**src/rtl/fetch_unit_pkg.sv**
```systemverilog
// Shared CPU definitions: fetch FSM states, reset PC, the nop encoding and
// the RV32I major opcodes seen by the control decoder.
package fetch_unit_pkg;

   typedef enum logic [2:0] {
      ST_IDLE  = 3'd0,
      ST_REQ   = 3'd1,
      ST_WAIT  = 3'd2,
      ST_HOLD  = 3'd3,
      ST_FAULT = 3'd4
   } fetch_state_e;

   localparam logic [31:0] RESET_PC_DEFAULT = 32'h0000_0000;
   localparam logic [31:0] NOP_INSTR        = 32'h0000_0013;  // addi x0, x0, 0

   typedef enum logic [6:0] {
      OPC_LOAD   = 7'b0000011,
      OPC_OP_IMM = 7'b0010011,
      OPC_AUIPC  = 7'b0010111,
      OPC_STORE  = 7'b0100011,
      OPC_OP     = 7'b0110011,
      OPC_LUI    = 7'b0110111,
      OPC_BRANCH = 7'b1100011,
      OPC_JALR   = 7'b1100111,
      OPC_JAL    = 7'b1101111
   } opcode_e;

endpackage

```
**src/rtl/fetch_unit_next_pc.sv**
```systemverilog
// Combinational next-PC selection for the instruction being retired, plus the
// pc+4 link value and a flag for a word-misaligned target.
module next_pc_logic
   import fetch_unit_pkg::*;
(
   input  logic [31:0] pc,
   input  logic [31:0] imm_ext,
   input  logic [31:0] alu_result,
   input  logic        branch,
   input  logic        zero,
   input  logic        jump,
   input  logic        jalr,
   output logic [31:0] pc_plus4,
   output logic [31:0] next_pc,
   output logic        misaligned
);

   assign pc_plus4 = pc + 32'd4;

   // jalr wins over jump/branch; all sums wrap modulo 2^32.
   always_comb begin
      next_pc = pc_plus4;
      if (jalr) begin
         next_pc = alu_result & 32'hFFFF_FFFE;
      end else if (jump || (branch && zero)) begin
         next_pc = pc + imm_ext;
      end
   end

   assign misaligned = next_pc[1];

endmodule

```
**src/rtl/fetch_unit.sv**
```systemverilog
// Single-outstanding instruction fetch: request at pc, wait for the word,
// hold it for execute, then advance pc (or stop on a misaligned target).
module fetch_unit
   import fetch_unit_pkg::*;
#(
   parameter logic [31:0] RESET_PC = RESET_PC_DEFAULT
) (
   input  logic         clk,
   input  logic         reset,
   output logic         imem_req_valid,
   input  logic         imem_req_ready,
   output logic [31:0]  imem_addr,
   input  logic         imem_rsp_valid,
   input  logic [31:0]  imem_rsp_data,
   output logic         instr_valid,
   output logic [31:0]  instr,
   output logic [31:0]  pc,
   output logic [31:0]  pc_plus4,
   input  logic         instr_ack,
   input  logic         branch,
   input  logic         zero,
   input  logic         jump,
   input  logic         jalr,
   input  logic [31:0]  imm_ext,
   input  logic [31:0]  alu_result,
   output logic         fault,
   output fetch_state_e state
);

   logic [31:0] next_pc;
   logic        next_misaligned;

   next_pc_logic u_next_pc (
      .pc         (pc),
      .imm_ext    (imm_ext),
      .alu_result (alu_result),
      .branch     (branch),
      .zero       (zero),
      .jump       (jump),
      .jalr       (jalr),
      .pc_plus4   (pc_plus4),
      .next_pc    (next_pc),
      .misaligned (next_misaligned)
   );

   assign imem_addr = pc;

   // Handshakes: a request transfers on a cycle with imem_req_valid && imem_req_ready,
   // and valid/addr stay stable until then; a response is taken only in ST_WAIT;
   // the held instr transfers on instr_valid && instr_ack, stable until then.
   always_ff @(posedge clk or posedge reset) begin
      if (reset) begin
         state          <= ST_IDLE;
         pc             <= RESET_PC;
         instr          <= NOP_INSTR;
         instr_valid    <= 1'b0;
         imem_req_valid <= 1'b0;
         fault          <= 1'b0;
      end else begin
         case (state)
            ST_IDLE: begin
               state          <= ST_REQ;
               imem_req_valid <= 1'b1;
            end
            ST_REQ: begin
               if (imem_req_ready) begin
                  state          <= ST_WAIT;
                  imem_req_valid <= 1'b0;
               end
            end
            ST_WAIT: begin
               if (imem_rsp_valid) begin
                  instr       <= imem_rsp_data;
                  instr_valid <= 1'b1;
                  state       <= ST_HOLD;
               end
            end
            ST_HOLD: begin
               if (instr_ack) begin
                  instr_valid <= 1'b0;
                  if (next_misaligned) begin
                     fault <= 1'b1;
                     state <= ST_FAULT;
                  end else begin
                     pc             <= next_pc;
                     imem_req_valid <= 1'b1;
                     state          <= ST_REQ;
                  end
               end
            end
            ST_FAULT: begin
               state <= ST_FAULT;
            end
            default: begin
               state          <= ST_IDLE;
               imem_req_valid <= 1'b0;
               instr_valid    <= 1'b0;
            end
         endcase
      end
   end

endmodule

```
**config.mk**
```make
export PLATFORM = sky130hd
export DESIGN_NAME = fetch_unit
export DESIGN_NICKNAME = d
export VERILOG_FILES = /design/src/rtl/fetch_unit_pkg.sv /design/src/rtl/fetch_unit_next_pc.sv /design/src/rtl/fetch_unit.sv
export SDC_FILE = /design/constraint.sdc
export NUM_CORES = 1
export LEC_CHECK = 0
export ABC_CLOCK_PERIOD_IN_PS = 2600
export CORE_ASPECT_RATIO = 0.5
export CORE_MARGIN = 5
export CORE_UTILIZATION = 25
export CTS_CLUSTER_SIZE = 20
export DETAILED_ROUTE_END_ITERATION = 16
export HOLD_SLACK_MARGIN = 0.05
export PLACE_DENSITY = 0.52
export SLEW_MARGIN = 20
export SYNTH_ARGS = -nofsm -noshare
export SYNTH_HDL_FRONTEND = slang
export SYNTH_SLANG_ARGS = --single-unit
```
**constraint.sdc**
```tcl
create_clock -name clk -period 2.6 [get_ports clk]
set_input_delay 0.65 -clock clk [delete_from_list [all_inputs] [get_ports clk]]
set_output_delay 0.65 -clock clk [all_outputs]
set_load 0.01 [all_outputs]
```
Yosys cells after proc, flatten, opt, wreduce, memory -nomap -nowiden
Index checks and enable logic that the tools add are counted.

Output and inout bits: 134. Register bits after elaboration: 69. Input bits: 105. Logic and storage cells: 44.

Reductions and logical operators: 11. Muxes and demuxes: 14. Eq/ne operators: 8. $add $sub $neg: 2. Bitwise operators: 3.

Operators by type and width (count): 2-to-1 mux 32 bit (2); adder 32 x 3 -> 32 bit, second input constant (1); adder 32 bit (1); one-hot mux 3 bit (5 select lines) (1); 2-to-1 mux 3 bit (4); AND reduction 3 bit (4); inequality test 2 bit, second input constant (4); == test 3 x 2 -> 1 bit, second input constant (2); 2-to-1 mux 1 bit (5); one-hot mux 1 bit (4 select lines) (1); AND reduction 4 bit (1); == test 3 x 1 -> 1 bit, second input constant (1); == test 3 bit, second input constant (1); zero test 3 bit (1); NOT 1 bit (3); one-hot mux 1 bit (3 select lines) (1); OR reduction 3 bit (1); AND reduction 2 bit (1); OR reduction 2 bit (1); logical AND 1 bit (1); logical OR 1 bit (1).

Longest topological paths before layout
Depth in word-level cells: 7. Depth in mapped cells: 11. Depth with buffers taken out: 11.

Cells and area by module
Synthesis repeated with hierarchy kept, for this count alone.

Cell total of the unflattened synthesis: 625. Area, all modules: 5925.7 µm².

By module, submodules not included: fetch_unit (times used 1, cells an instance 201, sequential area each 1755.4 µm², area each 3103.0 µm²); next_pc_logic (times used 1, cells an instance 424, sequential area each 0.0 µm², area each 2822.7 µm²).

Worst setup path before layout
Ideal clock, no wire load.

Kind: in2reg. Start: input port imm_ext[0]. End: register pc[30] (netlist: imem_addr[30]). Arrival time: 2.711 ns. Data required time: 2.469 ns. Slack: -0.242 ns. Stages: 11. Setup time: 0.131 ns. Buffers on the path: 0. Cell sequence: ha_1 -> ha_1 -> a21oi_1 -> nor2b_1 -> a311o_1 -> a21boi_0 -> o311ai_1 -> a22o_1 -> nor3b_1 -> o31ai_1 -> nand3_1.

Longest elaborated chain between the ends: 5.

RTL lines: start: declaration (RTL line fetch_unit.sv:24) `input logic [31:0] imm_ext,`; adder 32 bit (*) (RTL line fetch_unit_next_pc.sv:26) `next_pc = pc + imm_ext;`; 2-to-1 mux 32 bit (*) (RTL line fetch_unit_next_pc.sv:25) `end else if (jump || (branch && zero)) begin`; 2-to-1 mux 32 bit (*) (RTL line fetch_unit_next_pc.sv:23) `if (jalr) begin`; NOT 1 bit (no source line); AND reduction 3 bit (no source line); end signal: assignment (RTL line fetch_unit.sv:85) `pc <= next_pc;`; end: declaration (RTL line fetch_unit.sv:17) `output logic [31:0] pc,`.

Every way passes the cells marked *; elsewhere a longest branch is shown, timed or not. A chain may end at the register's enable or synchronous reset.

Worst setup path in the final report
Start: register pc[8] (netlist: imem_addr[8]). End: output port pc_plus4[29].

Longest elaborated chain between the ends: 1.

RTL lines: adder 32 x 3 -> 32 bit (RTL line fetch_unit_next_pc.sv:18) `assign pc_plus4 = pc + 32'd4;`; end: declaration (RTL line fetch_unit.sv:18) `output logic [31:0] pc_plus4,`.

Every way passes these cells.

==> results.yml <==
yosys:
  ys.flop_type: "dfrtp_1"
  ys_warn_count: 0
  synth_edf_count: 0
  ys_ff_latch: 69
  synth_seq_area_share_pct: 31.5
  netlist_area_um2: 5500
  synth.avg_cell_area_um2: 8.61
  synth-async-reset-ratio_pct: 100
  syn_inst: 639
  ys_types: 67
sta:
  fmax_mhz: 333
  setup_violations: 24
  fin_crit_sh_pct: 116
  finalHoldViolations: 0
  setup_tns_ns: -4.72
  fin_ws_ns: -0.406
  finalClockSkew_ns: 0.00714
  rsz0062_at_grt: "true"
  min_period_ns: 3.01
  drv_slew: 0
floorplan:
  core_um2: 21600
  pin_count: 239
  rows: 38
  start_util_pct: 25.4
  die_w_um: 220
  die_h_um: 115
  die_area_um2: 25200
detailed_routing:
  routedWlPerCell_um: 17.7
  drc_errors: 0
  ant_nets: 0
  vias_per_cell: 4.71
  dr.pass1.iters: 5
  drt_iter0_markers: 237
  via_count: 6228
  drt-total-wl_um: 23400
global_route:
  grt_use_total_pct: 17.7
  grt_max_degree: 25
  grt_pass1_wl_um: 35300
  overflow: 0
  grt_pass1_vias: 6376
  antenna_found_initial: 1
critical_path:
  worstSetupPathType: "flip-flop to primary output"
  cp-start-kind: "flip-flop"
  reg2reg_depth: 10
  rr_startpoint: "imem_addr[12]"
  reg2reg_to: "imem_addr[29]"
  arrival_ns: 2.36
  reg2reg_slack_ns: -0.28
  worstPathRequired_ns: 1.95
  end_kind: "primary output"
  crit_fanout: 3
hold_path:
  min_path_type: "flip-flop to flip-flop"
  min_to: "fault"
  hp-start: "fault"
  min_delay_path_depth: 1
place:
  placed_cell_area_um2: 9190
  io_buffers: 234
  dp_slack_ns: -0.749
  post-dp-hpwl_um: 18500
  dp.cells: 1274
  gp_congestion: 0.864
finish:
  seq_area_um2: 1730
  multiInputGateArea_um2: 4110
  instances_no_fill: 1323
  drive_gt1_share_pct: 36.9
  nets: 1154
  fillers: 2070
  final_area_um2: 10300
  area_growth_pct: 87.7
clock_tree:
  clkLatencyLatePin_ns: 0.35
  htreeDepth: 3
  root_buffer: "clkbuf_16"
  clkTransAtPathRegs_ns: 0.06
  cts_hold_repair.buffers: 0
  cts_tree: "done"
  clock_path_buffers: 2
  cts.sinks: 69
  numCtsBuffers: 9
power:
  irDropWorstVdd_mv: 0.449
  power_density_nw_per_um2: 1150
  p_leak_nw: 4.56
status:
  violations: "setup timing"
  outcome: "finished, violations left"
job:
  cap_violations: 0
-- worst max-delay path by stage --
stage	startpoint	endpoint	slack, ns	cells past startpoint
floorplan	imm_ext[4]	imem_addr[29]	-0.12	9
global placement	imm_ext[4]	imem_addr[24]	-0.74	11
detailed placement	imm_ext[4]	imem_addr[29]	-0.75	10
CTS	imem_addr[8]	pc_plus4[29]	-0.38	10
global route	imem_addr[8]	pc_plus4[29]	-0.52	10
finish	imem_addr[8]	pc_plus4[29]	-0.41	10
-- logic make-up (layout without fill, tap and decap cells) --
kind of cell    count (synthesis)  in the layout  synth area share [%]
compound gates                191            191                  22.9
mux                            33             33                  6.74
simple gates                  184            184                  15.2
flops                          69             69                  31.5
buf+inv                        78            459                  8.15
xor+xnor                       51             51                  8.12
fa+ha+maj                      32             32                  7.28
other cells                     1              4                0.0682
-- state kept, by name (all words and copies together) (netlist names) --
signal	count
instr_valid	1
imem_addr	31
state	3
fault	1
imem_req_valid	1
instr	32
-- what timing repair did --
item                       CTS  global route
setup endpoints to repair   47            45
setup buffers               18            16
hold endpoints to repair     0             0
resized for setup          158            95
pin swaps                   40            39
-- layout by cell type, fill, tap and decap left out, drive strengths merged, types with 4 or more instances in the layout --
cell type	synthesis	layout
a21o	15	15
o31ai	7	7
nand2b	6	6
nand3	25	25
and2	4	4
clkdlybuf4s50	0	190
a21boi	4	4
mux2	32	32
a31oi	5	5
buf	41	213
and3	6	6
o22ai	5	5
o21ai	48	48
ha	32	32
xor2	19	19
a211oi	9	9
o211ai	10	10
nor2	48	48
dlygate4sd2	0	19
nand4	10	10
clkbuf	20	13
nor3	4	4
o21a	5	5
nor2b	4	4
nand2	67	67
dfrtp	66	66
xnor2	32	32
inv	17	17
a21oi	51	51
-- cells in the mapped netlist (all sizes together) (2+ instances only) --
cell | n | area (µm²)
nand2 | 67 | 251
dfrtp | 66 | 1650
a21oi | 51 | 259
nor2 | 48 | 180
o21ai | 48 | 244
buf | 41 | 304
ha | 32 | 400
mux2 | 32 | 360
xnor2 | 32 | 280
nand3 | 25 | 130
clkbuf | 20 | 80.1
xor2 | 19 | 166
inv | 17 | 63.8
a21o | 15 | 113
nand4 | 10 | 62.6
o211ai | 10 | 75.1
a211oi | 9 | 80.1
o31ai | 7 | 52.6
and3 | 6 | 37.5
nand2b | 6 | 37.5
a31oi | 5 | 31.3
o21a | 5 | 37.5
o22ai | 5 | 31.3
a21boi | 4 | 30.0
and2 | 4 | 25.0
nor2b | 4 | 25.0
nor3 | 4 | 20.0
a221oi | 3 | 43.8
a22oi | 3 | 27.5
dfstp | 3 | 78.8
o221ai | 3 | 26.3
or3 | 3 | 18.8
a211o | 2 | 17.5
a22o | 2 | 17.5
a311o | 2 | 20.0
a32oi | 2 | 17.5
nor3b | 2 | 15.0
o21bai | 2 | 15.0
o311ai | 2 | 17.5
o31a | 2 | 17.5
or2 | 2 | 12.5
-- metal layers --
metal  vias up  global-route usage, %  wire length (µm)
met5         -                      0                 0
li1       3037                      -                 -
met3        19                   3.31              1090
met1      3030                   22.3              9880
met4         0                   3.70               274
met2       142                   31.7             12100
-- per-stage QoR --
stage	total power, mW	utilization [%]	hold WS (ns)
after floorplan	5.80	-	0.512
after global placement	9.66	42.5	0.454
after detailed placement	9.72	42.5	0.462
after CTS	11.5	45.7	0.487
after global routing	12.7	47.7	0.497
final	11.9	47.7	0.478
-- critical path, stage by stage (launching register included) --
cell	delay, ns
dfrtp_1	0.35
nand4_1	0.13
or2_4	0.26
nor2_2	0.08
buf_4	0.12
nand4_1	0.23
nor2_2	0.22
buf_4	0.14
nand4_1	0.13
xnor2_2	0.20
buf_2	0.15
-- cell type report --
cell class,instances,share of cell area (%)
well taps,300,3.64
flip-flops and latches,69,16.8
repair buffers,426,36.1
diodes,1,0.0242
clock inverters,5,0.824
multi-input cells,494,39.8
clock buffers,11,2.25
inverters,17,0.642
-- power by group --
group / internal [mW] / leakage, nW / switching [mW]
combinational: 4.68 / 3.58 / 3.88
clock: 0.845 / 0.150 / 0.510
sequential: 1.61 / 0.835 / 0.356
No activity file was read; power rests on OpenSTA's default activity.
